$ cat src/rtl/spi_tx_master.sv
// SPI mode-0 byte transmitter with two chip selects, per-frame CS setup/hold/gap timing
// and full-duplex capture of MISO into rx_data.
module spi_tx_master #(
    parameter int unsigned CLK_DIV  = 50,
    parameter int unsigned CS_SETUP = 10,
    parameter int unsigned CS_HOLD  = 10,
    parameter int unsigned CS_GAP   = 20
) (
    input  logic       clk,
    input  logic       reset,
    input  logic [7:0] tx_data,
    input  logic       tx_valid,
    input  logic       tx_last,
    input  logic       tx_cs,
    output logic       tx_ready,
    output logic       SCK,
    output logic       MOSI,
    input  logic       MISO,
    output logic [1:0] SSEL,
    output logic [7:0] rx_data,
    output logic       rx_valid,
    output logic       busy
);

    localparam int unsigned MAX_AB = (CLK_DIV > CS_SETUP) ? CLK_DIV : CS_SETUP;
    localparam int unsigned MAX_CD = (CS_HOLD > CS_GAP) ? CS_HOLD : CS_GAP;
    localparam int unsigned MAX_T  = (MAX_AB > MAX_CD) ? MAX_AB : MAX_CD;
    localparam int unsigned CNT_W  = (MAX_T > 1) ? $clog2(MAX_T) : 1;

    typedef enum logic [2:0] {
        IDLE, SETUP, BIT_LO, BIT_HI, WAIT_BYTE, HOLD, GAP
    } state_t;

    state_t             state_q, state_d;
    logic [CNT_W-1:0]   cnt_q, cnt_d;
    logic [2:0]         bit_q, bit_d;
    logic [6:0]         tx_sr_q, tx_sr_d;   // bits still to send after the one on MOSI
    logic [7:0]         rx_sr_q, rx_sr_d;
    logic               last_q, last_d;
    logic               sck_d, mosi_d, rx_valid_d, busy_d;
    logic [1:0]         ssel_d;
    logic [7:0]         rx_data_d;
    logic               accept;

    assign tx_ready = !reset && (state_q == IDLE || state_q == WAIT_BYTE);
    assign accept   = tx_valid && tx_ready;

    // State and output registers
    always_ff @(posedge clk) begin
        if (reset) begin
            state_q  <= IDLE;
            cnt_q    <= '0;
            bit_q    <= '0;
            tx_sr_q  <= '0;
            rx_sr_q  <= '0;
            last_q   <= 1'b0;
            SCK      <= 1'b0;
            MOSI     <= 1'b0;
            SSEL     <= 2'b11;
            rx_data  <= '0;
            rx_valid <= 1'b0;
            busy     <= 1'b0;
        end else begin
            state_q  <= state_d;
            cnt_q    <= cnt_d;
            bit_q    <= bit_d;
            tx_sr_q  <= tx_sr_d;
            rx_sr_q  <= rx_sr_d;
            last_q   <= last_d;
            SCK      <= sck_d;
            MOSI     <= mosi_d;
            SSEL     <= ssel_d;
            rx_data  <= rx_data_d;
            rx_valid <= rx_valid_d;
            busy     <= busy_d;
        end
    end

    // Next-state and next-output logic
    always_comb begin
        state_d    = state_q;
        cnt_d      = cnt_q;
        bit_d      = bit_q;
        tx_sr_d    = tx_sr_q;
        rx_sr_d    = rx_sr_q;
        last_d     = last_q;
        sck_d      = SCK;
        mosi_d     = MOSI;
        ssel_d     = SSEL;
        rx_data_d  = rx_data;
        rx_valid_d = 1'b0;

        unique case (state_q)
            IDLE: begin
                if (accept) begin
                    tx_sr_d = tx_data[6:0];
                    mosi_d  = tx_data[7];
                    last_d  = tx_last;
                    ssel_d  = tx_cs ? 2'b01 : 2'b10;
                    bit_d   = 3'd0;
                    cnt_d   = CNT_W'(CS_SETUP - 1);
                    state_d = SETUP;
                end
            end
            SETUP: begin
                if (cnt_q == '0) begin
                    cnt_d   = CNT_W'(CLK_DIV - 1);
                    state_d = BIT_LO;
                end else begin
                    cnt_d = cnt_q - CNT_W'(1);
                end
            end
            BIT_LO: begin
                if (cnt_q == '0) begin
                    sck_d   = 1'b1;
                    rx_sr_d = {rx_sr_q[6:0], MISO};
                    cnt_d   = CNT_W'(CLK_DIV - 1);
                    state_d = BIT_HI;
                end else begin
                    cnt_d = cnt_q - CNT_W'(1);
                end
            end
            BIT_HI: begin
                if (cnt_q == '0) begin
                    sck_d = 1'b0;
                    if (bit_q == 3'd7) begin
                        bit_d      = 3'd0;
                        rx_data_d  = rx_sr_q;
                        rx_valid_d = 1'b1;
                        if (last_q) begin
                            cnt_d   = CNT_W'(CS_HOLD - 1);
                            state_d = HOLD;
                        end else begin
                            state_d = WAIT_BYTE;
                        end
                    end else begin
                        bit_d   = bit_q + 3'd1;
                        mosi_d  = tx_sr_q[6];
                        tx_sr_d = {tx_sr_q[5:0], 1'b0};
                        cnt_d   = CNT_W'(CLK_DIV - 1);
                        state_d = BIT_LO;
                    end
                end else begin
                    cnt_d = cnt_q - CNT_W'(1);
                end
            end
            WAIT_BYTE: begin
                // chip select stays asserted; tx_cs is ignored mid-frame
                if (accept) begin
                    tx_sr_d = tx_data[6:0];
                    mosi_d  = tx_data[7];
                    last_d  = tx_last;
                    cnt_d   = CNT_W'(CLK_DIV - 1);
                    state_d = BIT_LO;
                end
            end
            HOLD: begin
                if (cnt_q == '0) begin
                    ssel_d  = 2'b11;
                    mosi_d  = 1'b0;
                    cnt_d   = CNT_W'(CS_GAP - 1);
                    state_d = GAP;
                end else begin
                    cnt_d = cnt_q - CNT_W'(1);
                end
            end
            GAP: begin
                if (cnt_q == '0) begin
                    state_d = IDLE;
                end else begin
                    cnt_d = cnt_q - CNT_W'(1);
                end
            end
            default: begin
                state_d = IDLE;
                sck_d   = 1'b0;
                mosi_d  = 1'b0;
                ssel_d  = 2'b11;
            end
        endcase

        busy_d = (state_d != IDLE);
    end

endmodule

$ cat config.mk
export PLATFORM = sky130hd
export DESIGN_NAME = spi_tx_master
export DESIGN_NICKNAME = d
export VERILOG_FILES = /design/src/rtl/spi_tx_master.sv
export SDC_FILE = /design/constraint.sdc
export NUM_CORES = 1
export LEC_CHECK = 0
export CAP_MARGIN = 20
export CORE_ASPECT_RATIO = 2
export CORE_MARGIN = 2
export CORE_UTILIZATION = 55
export CTS_CLUSTER_SIZE = 16
export DETAILED_ROUTE_END_ITERATION = 10
export DONT_BUFFER_PORTS = 1
export GPL_ROUTABILITY_DRIVEN = 0
export PLACE_DENSITY_LB_ADDON = 0.3
export SLEW_MARGIN = 5
export SYNTH_ARGS = -nofsm -noshare
export SYNTH_HDL_FRONTEND = slang
export SYNTH_SLANG_ARGS = --single-unit
$ cat constraint.sdc
create_clock -name clk -period 2 [get_ports clk]
set_input_delay 0.4 -clock clk [delete_from_list [all_inputs] [get_ports clk]]
set_output_delay 0.4 -clock clk [all_outputs]
set_load 0.02 [all_outputs]
==> results of run 1 <==
[final cells by class]
cell class	count	area (um^2)	share of cell area (%)
Tap cell	51	63.8	2.47
Clock buffer	6	82.6	3.20
Inverter	9	33.8	1.31
Clock inverter	1	30.0	1.16
Multi-Input combinational cell	188	1250	48.5
Sequential cell	42	841	32.5
Timing Repair Buffer	34	280	10.8
[cells in the final DEF (no fill, tap or decap), types with 3 or more instances in the layout]
cell type and count:
a21oi_1 21, a22oi_1 3, a311oi_1 7, and3_1 3, buf_4 32, clkbuf_8 6, dfxtp_1 42, ha_1 3
inv_1 9, mux2i_1 10, nand2_1 23, nand3_1 12, nand4_1 3, nor2_1 30, nor3_1 7, nor4_1 3
o21ai_0 18, o22ai_1 3
[flip-flops by register name (all words and copies together), names as in the netlist]
name      flops
cnt_q         6
state_q       3
rx_valid      1
MOSI          1
SCK           1
SSEL          2
rx_data       8
bit_q         3
last_q        1
rx_sr_q       8
busy          1
tx_sr_q       7
[per-layer routing]
layer | global-route usage, % | routed length (um)
met2 | 49.2 | 3140
met3 | 4.29 | 171
met1 | 28.0 | 2090
met4 | 15.5 | 270
met5 | 0 | 0
[kinds of logic after synthesis]
family	synth area share (%)
compound gates	25.8
xor+xnor	0.815
fa+ha+maj	1.75
buf+inv	5.47
flops	39.1
mux	4.66
simple gates	22.4
[cell usage after synthesis, drive strengths merged (3+ instances only)]
cell	instances	area, um^2
a211oi	3	22.5
a21oi	21	105
a22oi	3	22.5
a311oi	7	61.3
a31oi	3	18.8
and3	3	18.8
buf	6	38.8
clkbuf	12	45.0
dfxtp	42	841
ha	3	37.5
inv	9	33.8
mux2i	10	100
nand2	23	86.3
nand3	12	60.1
nand4	3	18.8
nor2	30	113
nor3	9	61.3
nor4	3	18.8
o21ai	18	90.1
o22ai	3	18.8
o31ai	4	43.8
[how the worst max path moves through the flow]
stage                  start       end  slack, ns  cells after the start
floorplan           cnt_q[0]  cnt_q[2]       0.03                      7
global placement    cnt_q[0]  cnt_q[2]       0.02                      7
detailed placement  cnt_q[2]  cnt_q[3]      -0.01                      5
CTS                 cnt_q[0]  cnt_q[4]      -0.02                      8
global route        cnt_q[0]  cnt_q[3]      -0.02                      8
finish              cnt_q[1]  cnt_q[3]       0.09                      8
[power groups by stage]
| stage | Sequential, uW | Clock, uW | Combinational, uW |
|---|---|---|---|
| floorplan | 1100 | 0 | 1240 |
| global placement | 1130 | 0 | 1860 |
| detailed placement | 1130 | 0 | 1880 |
| CTS | 1110 | 691 | 1940 |
| global route | 1140 | 709 | 2200 |
| finish | 1130 | 678 | 2060 |
[through the flow]
stage / instance area (um^2) / util (%) / setup slack, ns / std cells / TNS (ns)
after floorplan: 2150 / - / 0.0299 / 257 / 0
after global placement: 2400 / 63.2 / 0.0196 / 323 / 0
after detailed placement: 2400 / 63.2 / -0.0107 / 323 / -0.0159
after CTS: 2540 / 66.7 / -0.0152 / 330 / -0.0152
after global routing: 2580 / 67.9 / -0.0208 / 331 / -0.0418
final: 2580 / 67.9 / 0.0870 / 331 / 0
[what timing repair did]
action,CTS,global route
resized for setup,3,8
hold buffers,0,0
setup buffers,0,1
setup endpoints to repair,3,11
gates cloned,0,0
pin swaps,0,1
[worst max-delay path, stage by stage (launching register included)]
cell,delay [ns]
dfxtp_1,0.31
inv_1,0.08
ha_1,0.22
or2b_4,0.33
nor3_4,0.18
buf_4,0.17
o31a_2,0.17
nand3_1,0.14
a311oi_1,0.23
==> impl_metrics.tcl, run 1 <==
set metrics [dict create \
    reg2reg_to "cnt_q[3]" \
    hold_path_class "primary input to flop" \
    finalWirelength_um 5670 \
    synth_cells 257 \
    viasPerCell 6.07 \
    tightestPinTransition_ns 0.501 \
    power_switching_uw 1550 \
    crit_path_max_fanout 5 \
    async_flop_share_pct 0 \
    skew_ns 0.00357 \
    nets 297 \
    final.fill_count 328 \
    synth_area_um2 2150 \
    period_share_pct 95.7 \
    clk_path_buf_depth 2 \
    hold_start "reset" \
    hold_ws_ns 0.168 \
    p_seq_share_pct 29.2 \
    r2r_slack_ns 0.09 \
    insertion_delay_ns 0.29 \
    slew_violations 0 \
    relSlewSlack_pct 66.3 \
    wire_per_inst_um 17.1 \
    power.leakage_uw 0.00107 \
    timing.final.hold_violations 0 \
    cts_tree "yes" \
    ys_seq_area_share_pct 39.1 \
    finalCriticalPeriod_ns 1.91 \
    dieWidth_um 48.2 \
    pwr-share-comb_pct 53.3 \
    syn-num-nets 274 \
    synthFlopType "dfxtp_1" \
    rows 32 \
    synth_seq_cells 42 \
    antenna_left 0 \
    start_kind "flop" \
    timing_worst_setup_path_type "flop to flop" \
    drt_iter0_markers 70 \
    rsz0062_at_grt "yes" \
    worstHoldEndpoint "rx_data[4]" \
    status "finished, final reports clean" \
    synthDistinctLibCells 53 \
    die-area_um2 4450 \
    syn_avg_cell_area_um2 8.36 \
    cts-root-buf "clkbuf_8" \
    fmax_mhz 523 \
    drv_cap 0 \
    grt_max_degree 37 \
    switching_share_pct 40.3 \
    grt_overflow_total 0 \
    antenna_cells 0 \
    final-setup-viol-count 0 \
    internal_power_uw 2300 \
    drc 0 \
    clk_pin_slew_worst_paths_ns 0.08 \
    total_power_uw 3860 \
    htreeDepth 2 \
    worst_ep_arrival_time_ns 2.12 \
    yosysWarnings 0 \
    pwr-share-clk_pct 17.6 \
    crit_required_ns 2.21 \
    io_pins 29 \
    grt_pass1_vias 1992 \
    die_y_um 92.4 \
    core_area_um2 3800 \
    rr_worst_depth 8 \
    drive_above_1_share_pct 22.1 \
    p_per_area_nw_per_um2 1490 \
    numPortBuffers 0 \
    worstHoldPathCells 1 \
    antenna_found_initial 0 \
    initial_core_util_pct 56.5 \
    cts.sinks 42 \
    critPathCaptureType "flop" \
    synthToLayoutAreaGrowth_pct 20.2 \
    dr.pass1.iters 4 \
    grt_pass1_wl_um 9000 \
    irDropWorstVdd_mv 0.960 \
    num_vias 2010 \
    grt.total_usage_pct 28.0 \
    worst_r2r_startpoint "cnt_q[1]" \
    cts_made_buffers 5 \
    synth_edf_count 0 \
    dp_hpwl_um 4180 \
]
(Power assumes the default switching activity.)
==> inputs of run 2 (changes only) <==
==> constraint.sdc (replaced) <==
create_clock -name clk -period 2 [get_ports clk]
set_input_delay 0.1 -clock clk [delete_from_list [all_inputs] [get_ports clk]]
set_output_delay 0.1 -clock clk [all_outputs]
set_load 0.02 [all_outputs]
==> impl_metrics.tcl, run 2 (synthesized netlist as in run 1, its figures left out) <==
set metrics [dict create \
    status "finished with violations" \
    failed_checks "hold timing" \
    p_per_area_nw_per_um2 1450 \
    skew_ns 0.00285 \
    synthToLayoutAreaGrowth_pct 24.9 \
    power.leakage_uw 0.00111 \
    timing.final.hold_violations 1 \
    tightestPinTransition_ns 0.507 \
    antenna_cells 0 \
    numPortBuffers 0 \
    irDropWorstVdd_mv 0.967 \
    final-setup-viol-count 0 \
    timing_worst_setup_path_type "flop to flop" \
    viasPerCell 6.11 \
    dp_hpwl_um 4180 \
    mostFrequentLayoutCells "dfxtp_1, buf_4, nor2_1, nand2_1, a21oi_1" \
    grt_pass1_wl_um 9060 \
    worst_ep_arrival_time_ns 2.12 \
    slew_violations 0 \
    final.fill_count 312 \
    cts_made_buffers 5 \
    drv_cap 0 \
    period_share_pct 95.9 \
    grt_max_degree 37 \
    rsz0062_at_grt "yes" \
    antenna_left 0 \
    insertion_delay_ns 0.29 \
    drive_above_1_share_pct 21.8 \
    die_y_um 92.4 \
    relSlewSlack_pct 65.8 \
    start_kind "flop" \
    num_vias 2077 \
    crit_required_ns 2.20 \
    cts-root-buf "clkbuf_8" \
    grt_overflow_total 0 \
    clk_pin_slew_worst_paths_ns 0.08 \
    r2r_slack_ns 0.08 \
    core_area_um2 3800 \
    finalCriticalPeriod_ns 1.92 \
    nets 306 \
    htreeDepth 2 \
    final_common_cell "dfxtp_1" \
    crit_path_max_fanout 5 \
    grt.total_usage_pct 28.1 \
    clk_path_buf_depth 2 \
    critPathCaptureType "flop" \
    fin_setup_tns_ns 0 \
    io_pins 29 \
    dr.pass1.iters 4 \
    hold_path_class "primary input to flop" \
    die-area_um2 4450 \
    cts_tree "yes" \
    initial_core_util_pct 56.5 \
    fmax_mhz 522 \
    fin_cells 340 \
    drc 0 \
    total_power_uw 3890 \
    grt_pass1_vias 1992 \
    rows 32 \
    hold_ws_ns -0.00928 \
    finalWirelength_um 5890 \
    largest_registers "rx_data (8), rx_sr_q (8), tx_sr_q (7)" \
    dp.cells 323 \
    drt_iter0_markers 69 \
    wire_per_inst_um 17.3 \
    dieWidth_um 48.2 \
    cts.sinks 42 \
    antenna_found_initial 0 \
    final_util_pct 70.6 \
]
[run 2: changes by cell type in the layout (fill, tap and decap cells not counted), sizes merged]
cell	delta
dlygate4sd3	+8
buf	+1
[run 2: routing by layer]
layer  vias to the layer above  part of all wire [%]  GRT usage, %
met5                         -                     0             0
met4                         0                   5.9          15.5
met3                        22                   4.7          4.09
met2                        64                    54          49.1
met1                       992                    35          28.9
li1                        999                     -             -
[run 2: cell type report]
cell class / count / area [um^2] / share of cell area [%]
Multi-Input combinational cell: 188 / 1250 / 46.7
Timing Repair Buffer: 43 / 380 / 14.2
Clock buffer: 6 / 82.6 / 3.08
Clock inverter: 1 / 30.0 / 1.12
Sequential cell: 42 / 841 / 31.3
Tap cell: 51 / 63.8 / 2.38
Inverter: 9 / 33.8 / 1.26
[run 2: metrics by stage]
| stage | instance area, um^2 | setup WS, ns |
|---|---|---|
| 6_report | 2680 | 0.0825 |
| 4_1_cts | 2550 | -0.0152 |
| 3_3_place_gp | 2400 | 0.0196 |
| 5_1_grt | 2680 | -0.0211 |
| 3_5_place_dp | 2400 | -0.0107 |
| 2_1_floorplan | 2150 | 0.0299 |
[run 2: worst max-delay path: stages (launching register included)]
cell and delay, ns:
dfxtp_1 0.31, inv_1 0.08, ha_1 0.22, or2b_4 0.33
nor3_4 0.18, buf_4 0.17, o31a_2 0.17, nand3_1 0.14
a311oi_1 0.23
[run 2: path summary, 6_finish.rpt]
check / start / to / depth (start not counted)
worst max-delay path: cnt_q[1] / cnt_q[3] / 8
worst min-delay path: tx_data[1] / tx_sr_q[1] / 2
worst max register to register: cnt_q[1] / cnt_q[3] / 8
worst min register to register: last_q / last_q / 2
[run 2: power breakdown]
group | total (uW) | switching (uW) | internal, uW
logic | 2090 | 1130 | 955
registers | 1120 | 160 | 965
clock network | 678 | 279 | 399
total | 3890 | 1570 | 2320
[run 2: timing repair]
| action | 4_1_cts | 5_1_grt |
|---|---|---|
| hold endpoints to repair | 31 | 30 |
| gates resized for setup | 3 | 8 |
| setup endpoints to repair | 3 | 11 |
| hold buffers | 1 | 8 |
| setup buffers | 0 | 1 |
| pin swaps | 0 | 1 |
==> inputs of run 3 (changes only) <==
--- a/config.mk
+++ b/config.mk
@@ -8,7 +8,7 @@
 export CAP_MARGIN = 20
 export CORE_ASPECT_RATIO = 2
 export CORE_MARGIN = 2
-export CORE_UTILIZATION = 55
+export CORE_UTILIZATION = 45
 export CTS_CLUSTER_SIZE = 16
 export DETAILED_ROUTE_END_ITERATION = 10
 export DONT_BUFFER_PORTS = 1
==> impl_metrics.tcl, run 3 (synthesized netlist as in run 1, its figures left out) <==
set metrics [dict create \
    antenna_found_initial 0 \
    cts-root-buf "clkbuf_8" \
    cp_num_cells 6 \
    clk_pin_slew_worst_paths_ns 0.09 \
    tightestPinTransition_ns 0.606 \
    dieWidth_um 52.9 \
    regArea_um2 842 \
    core_area_um2 4600 \
    path_cells "buf_4 -> nor3_4 -> a311o_1 -> o311ai_2 -> o41ai_1 -> a21oi_1" \
    die_y_um 102 \
    crit_path_max_fanout 8 \
    drc 0 \
    final-setup-viol-count 0 \
    irDropWorstVdd_mv 1.04 \
    finalWirelength_um 6070 \
    grt_max_degree 31 \
    antenna_cells 0 \
    crit_start "cnt_q[4]" \
    fmax_mhz 513 \
    cts_tree "yes" \
    path_buf_inv 1 \
    cts.sinks 42 \
    insertion_delay_ns 0.30 \
    drt_iter0_markers 114 \
    initial_core_util_pct 46.7 \
    antenna_left 0 \
    dp_hpwl_um 4300 \
    multi_input_area_um2 1290 \
    gr-max-usage-layer "met2" \
    synthToLayoutAreaGrowth_pct 28.5 \
    dp.cells 331 \
    grt.total_usage_pct 24.5 \
    reg2reg_to "cnt_q[0]" \
    rr_worst_depth 6 \
    clk_path_buf_depth 2 \
    drive_above_1_share_pct 25.3 \
    grt_util_met2_pct 41.6 \
    crit_required_ns 2.17 \
    final_util_pct 60.1 \
    slew_violations 0 \
    htreeDepth 2 \
    critPathCaptureType "flop" \
    final.fill_count 393 \
    critical-path-top-delay-family "compound AO/OA/AOI/OAI gates" \
    r2r_slack_ns 0.05 \
    worst_r2r_startpoint "cnt_q[4]" \
    slowest_delay_ns 0.40 \
    num_vias 2153 \
    rsz0062_at_grt "yes" \
    relSlewSlack_pct 59.5 \
    grt_pass1_wl_um 9800 \
    skew_ns 0.00933 \
    timing_worst_setup_path_type "flop to flop" \
    wire_per_inst_um 17.2 \
    io_pins 29 \
    dr.pass1.iters 4 \
    worstHoldPathCells 3 \
    fin_cells 352 \
    finalCriticalPeriod_ns 1.95 \
    start_kind "flop" \
    cts_made_buffers 5 \
    period_share_pct 97.5 \
    crit_end "cnt_q[0]" \
    nets 313 \
    viasPerCell 6.12 \
    drv_cap 0 \
    mostFrequentLayoutCells "dfxtp_1, buf_4, nor2_1, nand2_1, a21oi_1" \
    grt_pass1_vias 2163 \
    hold_ws_ns 0.0217 \
    crit_path_top_delay_cell "o41ai_1" \
    final_common_cell "dfxtp_1" \
    p_per_area_nw_per_um2 1450 \
    die-area_um2 5380 \
    total_power_uw 4010 \
    status "finished, final reports clean" \
    largest_registers "rx_data (8), rx_sr_q (8), tx_sr_q (7)" \
    hold_path_class "primary input to flop" \
    rows 35 \
    grt_overflow_total 0 \
    numPortBuffers 0 \
    worst_ep_arrival_time_ns 2.12 \
    power.leakage_uw 0.00113 \
    grt_use_met3_pct 5.90 \
    timing.final.hold_violations 0 \
    gr-usage-met1_pct 24.7 \
]
[run 3: cell count changes in the layout (fill, tap and decap cells not counted), sizes merged]
cell         before  now
dlygate4sd3       8   10
buf              35   40
clkinvlp          0    1
[run 3: stage by stage]
step	setup WS (ns)	instance area [um^2]	TNS, ns
2_1_floorplan	0.0299	2150	0
3_3_place_gp	-0.0705	2420	-0.0705
3_5_place_dp	-0.0256	2420	-0.0256
4_1_cts	0.000438	2640	0
5_1_grt	-0.0378	2760	-0.0500
6_report	0.0500	2760	0
[run 3: worst register-to-register path: stages (launching register included)]
cell and delay [ns]:
dfxtp_1 0.34, buf_4 0.16, nor3_4 0.35, a311o_1 0.30, o311ai_2 0.18, o41ai_1 0.40
a21oi_1 0.09
[run 3: layer usage]
layer	vias to the layer above	part of all wire [%]
met5	-	0
met4	0	6.7
met3	35	4.7
met2	75	53
met1	1025	36
li1	1018	-
[run 3: power breakdown]
| group | switching, uW | total [uW] | internal, uW |
|---|---|---|---|
| sequential | 166 | 1130 | 967 |
| combinational | 1170 | 2200 | 1030 |
| clock | 305 | 678 | 373 |
| total | 1640 | 4010 | 2370 |
[run 3: worst min-delay path by stage]
| stage | startpoint | endpoint | slack [ns] |
|---|---|---|---|
| final | tx_cs | SSEL[0] | 0.02 |
| after global routing | tx_cs | SSEL[1] | 0.05 |
| after CTS | tx_cs | SSEL[1] | 0.03 |
| after detailed placement | reset | rx_data[4] | 0.17 |
| after global placement | reset | rx_data[4] | 0.17 |
| after floorplan | tx_last | last_q | 0.21 |
[run 3: timing repair]
action                                  4_1_cts  5_1_grt
endpoints found under the setup margin        1       28
resized for setup                             1       19
buffers inserted                              0        2
hold endpoints to repair                     31        0
hold buffers                                 10        0
pin swaps                                     0        6
[run 3: final cells by class]
| type | count | area share (%) |
|---|---|---|
| Clock buffer | 6 | 2.63 |
| Sequential cell | 42 | 30.5 |
| Timing Repair Buffer | 50 | 15.1 |
| Inverter | 9 | 1.22 |
| Clock inverter | 2 | 1.36 |
| Tap cell | 55 | 2.49 |
| Multi-Input combinational cell | 188 | 46.7 |
